==> config.mk <==
export PLATFORM = sky130hd
export DESIGN_NAME = branch_pc_sequencer
export DESIGN_NICKNAME = d
export VERILOG_FILES = /design/src/rtl/branch_pc_sequencer.sv
export SDC_FILE = /design/constraint.sdc
export NUM_CORES = 1
export LEC_CHECK = 0
export CAP_MARGIN = 20
export CORE_MARGIN = 2
export CORE_UTILIZATION = 35
export DETAILED_ROUTE_END_ITERATION = 12
export GPL_TIMING_DRIVEN = 0
export REMOVE_ABC_BUFFERS = 1
export SLEW_MARGIN = 20
export SYNTH_ARGS = -nofsm -noshare
export SYNTH_HDL_FRONTEND = slang
export SYNTH_SLANG_ARGS = --single-unit
==> constraint.sdc <==
create_clock -name clk -period 3.9 [get_ports clk]
set_input_delay 0.585 -clock clk [delete_from_list [all_inputs] [get_ports clk]]
set_output_delay 0.585 -clock clk [all_outputs]
set_load 0.02 [all_outputs]
==> src/rtl/branch_pc_sequencer.sv <==
// Program-counter owner and conditional-branch sequencer ahead of fetch.
// Accepts one branch at a time, resolves it in EVAL, redirects and flushes on taken.
module branch_pc_sequencer #(
    parameter logic [31:0] RESET_PC     = 32'h0000_0000,
    parameter int unsigned FLUSH_CYCLES = 2,
    parameter int unsigned CNT_W        = 16
) (
    input  logic             clk,
    input  logic             rst_n,
    input  logic             stall,
    input  logic             br_valid,
    output logic             br_ready,
    input  logic [4:0]       br_opcode,
    input  logic [31:0]      br_rs1,
    input  logic [31:0]      br_rs2,
    input  logic [31:0]      br_pc,
    input  logic [31:0]      br_imm,
    output logic [31:0]      pc,
    output logic             pc_valid,
    output logic             flush,
    output logic             taken,
    output logic             misalign_err,
    output logic [CNT_W-1:0] taken_count
);

    localparam int unsigned FC_W = (FLUSH_CYCLES > 1) ? $clog2(FLUSH_CYCLES) : 1;

    typedef enum logic [1:0] {
        IDLE  = 2'd0,
        EVAL  = 2'd1,
        FLUSH = 2'd2
    } state_t;

    state_t          state;
    logic [4:0]      lat_op;
    logic [31:0]     lat_rs1;
    logic [31:0]     lat_rs2;
    logic [31:0]     lat_target;
    logic [31:0]     lat_seq_pc;
    logic [FC_W-1:0] flush_cnt;
    logic            cond_taken;

    always_comb begin
        cond_taken = 1'b0;
        unique case (lat_op)
            5'b00000: cond_taken = (lat_rs1 == lat_rs2);
            5'b00001: cond_taken = (lat_rs1 != lat_rs2);
            5'b00100: cond_taken = ($signed(lat_rs1) <  $signed(lat_rs2));
            5'b00101: cond_taken = ($signed(lat_rs1) >= $signed(lat_rs2));
            5'b00110: cond_taken = (lat_rs1 <  lat_rs2);
            5'b00111: cond_taken = (lat_rs1 >= lat_rs2);
            default:  cond_taken = 1'b0;
        endcase
    end

    always_ff @(posedge clk or negedge rst_n) begin
        if (!rst_n) begin
            state        <= IDLE;
            pc           <= RESET_PC;
            pc_valid     <= 1'b0;
            br_ready     <= 1'b0;
            flush        <= 1'b0;
            taken        <= 1'b0;
            misalign_err <= 1'b0;
            taken_count  <= '0;
            lat_op       <= '0;
            lat_rs1      <= '0;
            lat_rs2      <= '0;
            lat_target   <= '0;
            lat_seq_pc   <= '0;
            flush_cnt    <= '0;
        end else begin
            taken        <= 1'b0;
            misalign_err <= 1'b0;
            unique case (state)
                IDLE: begin
                    // br_ready low here only on the first cycle out of reset: arm without advancing pc
                    if (!br_ready) begin
                        br_ready <= 1'b1;
                        pc_valid <= 1'b1;
                    end else if (br_valid) begin
                        lat_op     <= br_opcode;
                        lat_rs1    <= br_rs1;
                        lat_rs2    <= br_rs2;
                        lat_target <= br_pc + br_imm;
                        lat_seq_pc <= br_pc + 32'd4;
                        br_ready   <= 1'b0;
                        pc_valid   <= 1'b0;
                        state      <= EVAL;
                    end else if (!stall) begin
                        pc <= pc + 32'd4;
                    end
                end
                EVAL: begin
                    if (cond_taken && (lat_target[1:0] == 2'b00)) begin
                        pc        <= lat_target;
                        taken     <= 1'b1;
                        flush     <= 1'b1;
                        flush_cnt <= FC_W'(FLUSH_CYCLES - 1);
                        if (taken_count != '1)
                            taken_count <= taken_count + CNT_W'(1);
                        state     <= FLUSH;
                    end else begin
                        pc           <= lat_seq_pc;
                        misalign_err <= cond_taken;
                        br_ready     <= 1'b1;
                        pc_valid     <= 1'b1;
                        state        <= IDLE;
                    end
                end
                FLUSH: begin
                    if (flush_cnt == '0) begin
                        flush    <= 1'b0;
                        br_ready <= 1'b1;
                        pc_valid <= 1'b1;
                        state    <= IDLE;
                    end else begin
                        flush_cnt <= flush_cnt - FC_W'(1);
                    end
                end
                default: state <= IDLE;
            endcase
        end
    end

endmodule

==> flow_summary.yaml, run 1 <==
outcome:
  status: "finished, final reports clean"
clock_tree:
  clk_latency_ns: 0.43
  clk_pin_slew_ns: 0.07
  clock-root-buffer: "clkbuf_16"
  clockBufferDepth: 2
  htreeDepth: 4
  cts_tree: "done"
  numCtsBuffers: 17
  cts_sinks: 189
timing:
  tightest_slew_ns: 0.781
  fmaxAchievable_mhz: 274
  whs_ns: 0.477
  rsz0062_at_grt: "false"
  setup_viol: 0
  slew_violations: 0
  finalCriticalPeriod_ns: 3.66
  slew_headroom: 0.479
  finClkSkew_ns: 0.0185
  finalHoldViolations: 0
  fin_crit_sh: 0.937
  finalSetupTns_ns: 0
yosys:
  ys_seq_area_frac: 0.427
  yosysTopAreaCell: "dfrtp_1"
  synth_edf_count: 0
  synth.top_cell.area_share: 0.427
  synth-async-reset-ratio: 1.00
  synthTopCellsByArea: "dfrtp_1 (43%), nand2_1 (9.5%), ha_1 (7.9%)"
  synth_seq_cells: 189
  synth_cells: 1269
  synth_cell_types: 69
  netlist_area_um2: 11100
  synth_warnings: 0
  avgSynthCellArea_um2: 8.73
  synthFlopType: "dfrtp_1"
finish:
  drive_above_1_share: 0.0449
  layout_common_cells: "nand2_1 (279), dfrtp_1 (189), clkdlybuf4s50_1 (188)"
  synthToLayoutAreaGrowth_pct: 27.4
  final_cells: 1850
  mostFrequentLayoutCell: "nand2_1"
  fin_nets: 1643
  n_antenna_cell: 0
  fin_util: 0.450
drt:
  vias: 9357
  antenna_left: 0
  vias_per_cell: 5.06
  drtIter0Drc: 514
  drt_first_pass_iters: 5
  wire_per_inst_um: 15.6
  routed_wl_um: 28900
  drc: 0
worst_setup_path:
  cp_cell_sequence: "ha_1 -> a21oi_1 -> o21ai_1 -> a311oi_2 -> o21ai_1 -> or4_4 -> a211oi_4 -> o31ai_4 -> buf_6 -> mux2_1 -> a221o_1"
  crit_buf_inv: 1
  crit_slowest_cell: "or4_4"
  worstSetupPathType: "flip-flop to flip-flop"
  crit_fanout: 11
  cpLargestDelayFamily: "compound AO/OA/AOI/OAI gates"
  required_ns: 4.21
  worstSetupStartpointType: "flip-flop"
  path_common_cell: "o21ai_1"
  end_kind: "flip-flop"
  arrival_ns: 3.97
  slowest_delay_ns: 0.56
floorplanning:
  die-area_um2: 33100
  die_width_um: 182
  die_h_um: 182
  design.core.area_um2: 31400
  ios: 190
  rows: 65
  start_util: 0.353
placement:
  io_buffers: 189
  dp_hpwl_um: 21300
  dp_cells: 1815
  gp_congestion: 0.810
global_route:
  grt_pass1_wl_um: 47200
  grt_max_degree: 93
  met1_usage: 0.240
  grt_usage: 0.176
  grt_pass1_vias: 9278
  grt.met3_usage: 0.0297
  antenna_found_initial: 0
  grt.overflow.total: 0
  busiest_layer: "met2"
  grtUsageMet2: 0.292
run:
  drv_cap: 0
power_and_ir_drop:
  p_per_area_nw_per_um2: 646
  leakage_nw: 6.42
  irDropWorstVdd_mv: 0.317
  power_w: 0.00912
min_path:
  hold_class: "flip-flop to flip-flop"
==> cell families after synthesis <==
kind of cell / after synthesis / synth area share
and+or+nand+nor: 500 / 0.206
AOI/OAI and AO/OA: 303 / 0.166
DFF: 189 / 0.427
buffers and inverters: 106 / 0.0367
adders and majority gates: 71 / 0.0809
xor gates and xnor gates: 65 / 0.0514
muxes: 35 / 0.0321
==> synth_stat cells (4+ instances only) <==
master,count
o21ai_0,124
mux2i_1,31
nand3_1,44
o21a_1,6
o221ai_1,8
ha_1,70
dfrtp_1,189
xor2_1,44
buf_2,4
a21o_1,24
and2_1,4
and4_1,5
o21ai_1,8
nor2b_1,6
xnor2_1,21
o211ai_1,9
nor3_1,29
a211oi_1,7
and3_1,29
nor4_1,6
clkbuf_1,46
inv_1,52
o31ai_1,7
nor2_1,52
nand4_1,23
nand2_1,279
a21oi_1,71
==> flip-flops by register name, indices dropped and copies added, names as in the netlist <==
signal / cells
pc_valid: 1
lat_rs2: 32
misalign_err: 1
lat_target: 32
pc: 32
flush: 1
taken_count: 16
lat_rs1: 32
lat_op: 5
lat_seq_pc: 32
flush_cnt: 1
taken: 1
br_ready: 1
state: 2
==> worst reg2reg max path, delay by kind of cell, from the launching register on <==
kind / cells / cell delay [ns]
buf+inv: 1 / 0.19
mux: 1 / 0.35
flops: 1 / 0.39
simple gates: 1 / 0.56
fa+ha+maj: 1 / 0.34
compound gates: 7 / 1.70
==> layer usage <==
metal,vias to the layer above,wire (um)
met5,-,0
met4,0,288
met3,19,1100
met2,189,13400
met1,4376,14100
li1,4773,-
==> stage by stage <==
stage,instance area (um2),setup WS (ns)
after floorplan,10900,-0.997
after global placement,13300,-6.13
after detailed placement,13500,-0.286
after CTS,14100,0.0226
after global routing,14100,0.0367
final,14100,0.245
==> report_power, final <==
| part | internal (W) | switching [W] | leakage (nW) |
|---|---|---|---|
| clock network | 0.000904 | 0.000846 | 0.280 |
| logic | 0.00166 | 0.00236 | 3.80 |
| registers | 0.00280 | 0.000542 | 2.34 |
==> timing repair <==
| item | in CTS | in global routing |
|---|---|---|
| setup buffers | 2 | 0 |
| resized for setup | 1 | 6 |
| endpoints found under the setup margin | 19 | 25 |
| cloned | 0 | 0 |
| hold buffers | 1 | 0 |
| endpoints found under the hold margin | 12 | 0 |
| pin swaps | 1 | 0 |
==> worst paths after layout <==
path	to	start	slack [ns]	depth (start not counted)
worst max-delay path	pc[31]$_DFFE_PN0P_	lat_rs1[7]$_DFFE_PN0P_	0.24	11
worst min-delay path	lat_target[22]$_DFFE_PN0P_	lat_target[22]$_DFFE_PN0P_	0.48	2
worst max register to register	pc[31]$_DFFE_PN0P_	lat_rs1[7]$_DFFE_PN0P_	0.24	11
worst min register to register	lat_target[22]$_DFFE_PN0P_	lat_target[22]$_DFFE_PN0P_	0.48	2
max in group asynchronous	lat_target[11]$_DFFE_PN0P_	rst_n	2.23	4
min in group asynchronous	lat_rs1[3]$_DFFE_PN0P_	rst_n	0.55	2
==> layout make-up <==
type | instances | area, um2
Fill cell | 3085 | 17300
Multi-Input combinational cell | 974 | 6020
Sequential cell | 189 | 4730
Timing Repair Buffer | 201 | 2090
Tap cell | 402 | 503
Clock buffer | 17 | 425
Inverter | 52 | 195
Clock inverter | 15 | 149
No activity file was read; power rests on OpenSTA's default activity.
==> run 2, diff against run 1 <==
- SKIP_CTS_REPAIR_TIMING: default -> 1
- clock period: 3.9 -> 3.1 ns (I/O delays scaled with it)
==> run 2 against run 1 <==
The run now ends with setup timing left. Largest cell class unchanged. Non-clock buffer count increased by 27. Combinational power increased by 41%. Via count grew 2.1%. Critical endpoint unchanged. Register-to-register slack worse by 0.55 ns.
==> flow_summary.yaml, run 2 (synthesized netlist as in run 1, its figures left out) <==
outcome:
  status: "finished with violations"
  violations: "setup timing"
drt:
  drt_first_pass_iters: 5
  drtIter0Drc: 492
  vias: 9558
  vias_per_cell: 5.09
  wire_per_inst_um: 16.1
  drc: 0
  antenna_left: 0
  routed_wl_um: 30200
worst_setup_path:
  required_ns: 3.42
  crit_fanout: 7
  arrival_ns: 3.72
  worstSetupStartpointType: "flip-flop"
  cp_cell_sequence: "ha_4 -> a211oi_2 -> o21bai_1 -> a21o_1 -> o221a_4 -> or4_4 -> a211oi_4 -> o31ai_4 -> buf_6 -> mux2_2 -> a221o_1"
  worstSetupPathType: "flip-flop to flip-flop"
  crit_slowest_cell: "or4_4"
  end_kind: "flip-flop"
  slowest_delay_ns: 0.50
min_path:
  hold_class: "input port to async pin"
timing:
  setup_ws_ns: -0.303
  finalCriticalPeriod_ns: 3.40
  fin_crit_sh: 1.10
  rsz0062_at_grt: "true"
  finClkSkew_ns: 0.0157
  tightest_slew_ns: 1.34
  finalHoldViolations: 0
  setup_viol: 45
  fmaxAchievable_mhz: 294
  slew_headroom: 0.109
  finalSetupTns_ns: -7.57
  slew_violations: 0
power_and_ir_drop:
  p_int_w: 0.00715
  irDropWorstVdd_mv: 0.409
  swShare: 0.413
  switchingPower_w: 0.00503
  p_per_area_nw_per_um2: 818
  seqPwrFrac: 0.353
  leakage_nw: 6.57
  combPwrFrac: 0.466
  p_clk_frac: 0.182
floorplanning:
  die-area_um2: 33100
  ios: 190
  design.core.area_um2: 31400
  die_h_um: 182
  die_width_um: 182
  rows: 65
  start_util: 0.353
global_route:
  grt_pass1_vias: 9254
  antenna_found_initial: 0
  grt_usage: 0.176
  grt.overflow.total: 0
  grt_pass1_wl_um: 47200
  grt_max_degree: 93
finish:
  n_antenna_cell: 0
  drive_above_1_share: 0.106
  synthToLayoutAreaGrowth_pct: 34.5
  fin_nets: 1671
  mostFrequentLayoutCell: "nand2_1"
  fin_util: 0.474
  final_cells: 1878
  layout_common_cells: "nand2_1 (278), dfrtp_1 (189), clkdlybuf4s50_1 (188)"
  fill_cells: 3013
clock_tree:
  cts_sinks: 189
  clock-root-buffer: "clkbuf_16"
  clockBufferDepth: 2
  htreeDepth: 4
  cts_tree: "done"
  clk_latency_ns: 0.44
  numCtsBuffers: 17
  clk_pin_slew_ns: 0.08
placement:
  gp_congestion: 0.810
  dp_cells: 1815
  io_buffers: 189
  dp_worst_setup_slack_ns: -1.09
  dp_hpwl_um: 21300
run:
  drv_cap: 0
==> run 2: cell count changes in the layout (fill, tap and decap cells not counted), sizes merged <==
cell and change:
clkinvlp +1, inv -1, nand3 +1, buf +24, clkbuf +3
==> run 2: worst paths after layout <==
check | start | end | slack, ns | cells past startpoint
worst max-delay path | lat_rs1[9]$_DFFE_PN0P_ | pc[31]$_DFFE_PN0P_ | -0.30 | 11
worst min-delay path | rst_n | lat_rs1[3]$_DFFE_PN0P_ | 0.42 | 2
worst max register to register | lat_rs1[9]$_DFFE_PN0P_ | pc[31]$_DFFE_PN0P_ | -0.30 | 11
worst min register to register | lat_target[17]$_DFFE_PN0P_ | lat_target[17]$_DFFE_PN0P_ | 0.48 | 2
max in group asynchronous | rst_n | lat_target[11]$_DFFE_PN0P_ | 1.55 | 4
min in group clk | lat_target[17]$_DFFE_PN0P_ | lat_target[17]$_DFFE_PN0P_ | 0.48 | 2
==> run 2: power by group through the flow <==
stage                     sequential, W  combinational [W]  clock [W]
after floorplan                 0.00432            0.00309          0
after global placement          0.00422            0.00491          0
after detailed placement        0.00426            0.00504          0
after CTS                       0.00421            0.00507    0.00228
after global routing            0.00444            0.00640    0.00239
final                           0.00430            0.00567    0.00221
==> run 2: layout make-up <==
| class | count | area, um2 | share of cell area |
|---|---|---|---|
| Multi-Input combinational cell | 975 | 6500 | 0.436 |
| Sequential cell | 189 | 4730 | 0.318 |
| Timing Repair Buffer | 228 | 2390 | 0.160 |
| Tap cell | 402 | 503 | 0.0338 |
| Clock buffer | 17 | 425 | 0.0286 |
| Inverter | 52 | 199 | 0.0134 |
| Clock inverter | 15 | 149 | 0.0100 |
==> run 2: metal layers <==
metal  GRT usage  part of all wire  wire [um]  up-vias
met2       0.292              0.47      14200      185
met4      0.0432             0.011        342        0
met3      0.0297             0.038       1160       25
met1       0.240              0.48      14500     4506
met5           0                 0          0        -
li1            -                 -          -     4842
==> run 2: stage by stage <==
stage / power, W / hold slack [ns] / instance area [um2]
finish: 0.0122 / 0.421 / 14900
global route: 0.0132 / 0.421 / 14900
CTS: 0.0116 / -0.190 / 14100
detailed placement: 0.00931 / 0.286 / 13500
global placement: 0.00913 / 0.451 / 13300
floorplan: 0.00741 / 0.169 / 10900
==> run 2: worst max-delay path: cells and delay by family (launching register included) <==
| kind | cells | cell delay (ns) |
|---|---|---|
| AO/OA/AOI/OAI | 7 | 1.65 |
| AND/OR/NAND/NOR | 1 | 0.50 |
| flip-flops | 1 | 0.42 |
| adder cells (fa/ha/maj) | 1 | 0.26 |
| multiplexers | 1 | 0.28 |
| buffers and inverters | 1 | 0.17 |
==> run 3, diff against run 2 <==
- CTS_BUF_LIST: default -> sky130_fd_sc_hd__clkbuf_16
- clock period: 3.1 -> 4.1 ns (I/O delays scaled with it)
==> run 3 against run 2 <==
The flow now finishes without violations. Critical path depth is the same. Via count shrank 2.6%. Maximum frequency shrank 9.9%. Clock-buffer cell count is the same. Global-route usage is the same. Non-clock buffer count shrank 27. Register-to-register slack gained 0.63 ns. Sequential share of layout area grew 1.8 points. First-iteration DRC count grew 2.6%. Core utilization shrank 2.5 points. Hold slack gained 0.055 ns. Sequential power shrank 26%. Critical path type unchanged. Largest power group unchanged.
==> flow_summary.yaml, run 3 (synthesized netlist as in run 1, its figures left out) <==
worst_setup_path:
  cp_cell_sequence: "ha_1 -> a21oi_1 -> o21ai_1 -> a311oi_1 -> o21ai_1 -> or4_4 -> a211oi_4 -> o31ai_4 -> buf_6 -> mux2_1 -> a221o_1"
  slowest_delay_ns: 0.57
  end_kind: "flip-flop"
  path_common_cell: "o21ai_1"
  rr_endpoint: "pc[31]$_DFFE_PN0P_"
  crit_start: "lat_rs1[3]$_DFFE_PN0P_"
  cp.depth: 11
  arrival_ns: 4.09
  worstSetupEndpoint: "pc[31]$_DFFE_PN0P_"
  required_ns: 4.41
  crit_slowest_cell: "or4_4"
  cpLargestDelayFamily: "compound AO/OA/AOI/OAI gates"
  ff2ff_path_depth: 11
  worstSetupPathType: "flip-flop to flip-flop"
  reg2reg_from: "lat_rs1[3]$_DFFE_PN0P_"
  crit_buf_inv: 1
  reg2reg_slack_ns: 0.32
  worstSetupStartpointType: "flip-flop"
  crit_fanout: 11
run:
  drv_cap: 0
placement:
  gp_congestion: 0.810
  dp_worst_setup_slack_ns: -0.0855
  dp_cells: 1815
  dp_hpwl_um: 21300
  io_buffers: 189
finish:
  synthToLayoutAreaGrowth_pct: 27.3
  fin_nets: 1643
  layout_common_cells: "nand2_1 (279), dfrtp_1 (189), clkdlybuf4s50_1 (188)"
  final_cells: 1850
  fill_cells: 3088
  multi_input_area_um2: 6000
  seq_area_um2: 4730
  drive_above_1_share: 0.0428
  mostFrequentLayoutCell: "nand2_1"
  n_antenna_cell: 0
drt:
  drtIter0Drc: 505
  antenna_left: 0
  drt_first_pass_iters: 5
  vias_per_cell: 5.03
  drc: 0
  routed_wl_um: 28800
  vias: 9312
  wire_per_inst_um: 15.6
global_route:
  grt_pass1_wl_um: 47200
  grt_max_degree: 93
  grt.overflow.total: 0
  grt_pass1_vias: 9254
  grt_usage: 0.176
  antenna_found_initial: 0
floorplanning:
  die_h_um: 182
  design.core.area_um2: 31400
  start_util: 0.353
  rows: 65
  die-area_um2: 33100
  ios: 190
  die_width_um: 182
clock_tree:
  clk_latency_ns: 0.43
  clock-root-buffer: "clkbuf_16"
  htreeDepth: 4
  clockBufferDepth: 2
  numCtsBuffers: 17
  cts_tree: "done"
  cts_sinks: 189
  clk_pin_slew_ns: 0.08
timing:
  tightest_slew_ns: 1.09
  whs_ns: 0.477
  setup_ws_ns: 0.324
  slew_headroom: 0.270
  finalCriticalPeriod_ns: 3.78
  fin_crit_sh: 0.921
  finalSetupTns_ns: 0
  finClkSkew_ns: 0.0157
  finalHoldViolations: 0
  slew_violations: 0
  setup_viol: 0
  fmaxAchievable_mhz: 265
  rsz0062_at_grt: "false"
power_and_ir_drop:
  leakage_nw: 6.41
  p_per_area_nw_per_um2: 613
  irDropWorstVdd_mv: 0.304
min_path:
  hold_class: "flip-flop to flip-flop"
outcome:
  status: "finished, final reports clean"
-- run 3: changes by cell type in the layout (fill, tap and decap cells not counted), sizes merged --
cell      previous run  this run
buf                 36        12
clkbuf              20        17
clkinvlp             3         2
inv                 59        60
nand3               45        44
-- run 3: tightest hold or removal path, stage by stage (launching register included) --
cell and delay [ns]:
dfrtp_1 0.35, nand2_1 0.05, nand2_1 0.05
-- run 3: worst min-delay path by stage --
stage / slack (ns) / from / to / cells after the start
2_1_floorplan: 0.32 / rst_n / br_ready$_DFFE_PN0P_ / 0
3_3_place_gp: 0.45 / lat_target[22]$_DFFE_PN0P_ / lat_target[22]$_DFFE_PN0P_ / 2
3_5_place_dp: 0.44 / rst_n / lat_rs1[3]$_DFFE_PN0P_ / 1
4_1_cts: -0.04 / rst_n / lat_rs1[3]$_DFFE_PN0P_ / 1
5_1_grt: 0.49 / lat_target[17]$_DFFE_PN0P_ / lat_target[17]$_DFFE_PN0P_ / 2
6_report: 0.48 / lat_target[22]$_DFFE_PN0P_ / lat_target[22]$_DFFE_PN0P_ / 2
-- run 3: cell type report --
type,instances,share of cell area
inverters,52,0.0138
flip-flops and latches,189,0.336
repair buffers,201,0.148
well taps,402,0.0357
multi-input cells,974,0.426
clock inverters,15,0.0106
clock buffers,17,0.0302
-- run 3: metrics by stage --
stage,power [W],area [um2],utilization
final,0.00864,14100,0.449
after global routing,0.00945,14100,0.449
after CTS,0.00874,14100,0.448
after detailed placement,0.00704,13500,0.429
after global placement,0.00696,13300,0.422
after floorplan,0.00560,10900,-
-- run 3: where the power goes --
| part | switching [W] | internal [W] | leakage, nW |
|---|---|---|---|
| registers | 0.000514 | 0.00267 | 2.34 |
| logic | 0.00222 | 0.00157 | 3.80 |
| clock network | 0.000806 | 0.000859 | 0.280 |
-- run 3: routing by layer --
| layer | track usage | wire length [um] |
|---|---|---|
| met5 | 0 | 0 |
| met4 | 0.0432 | 349 |
| met3 | 0.0297 | 1110 |
| met2 | 0.292 | 13300 |
| met1 | 0.240 | 14100 |
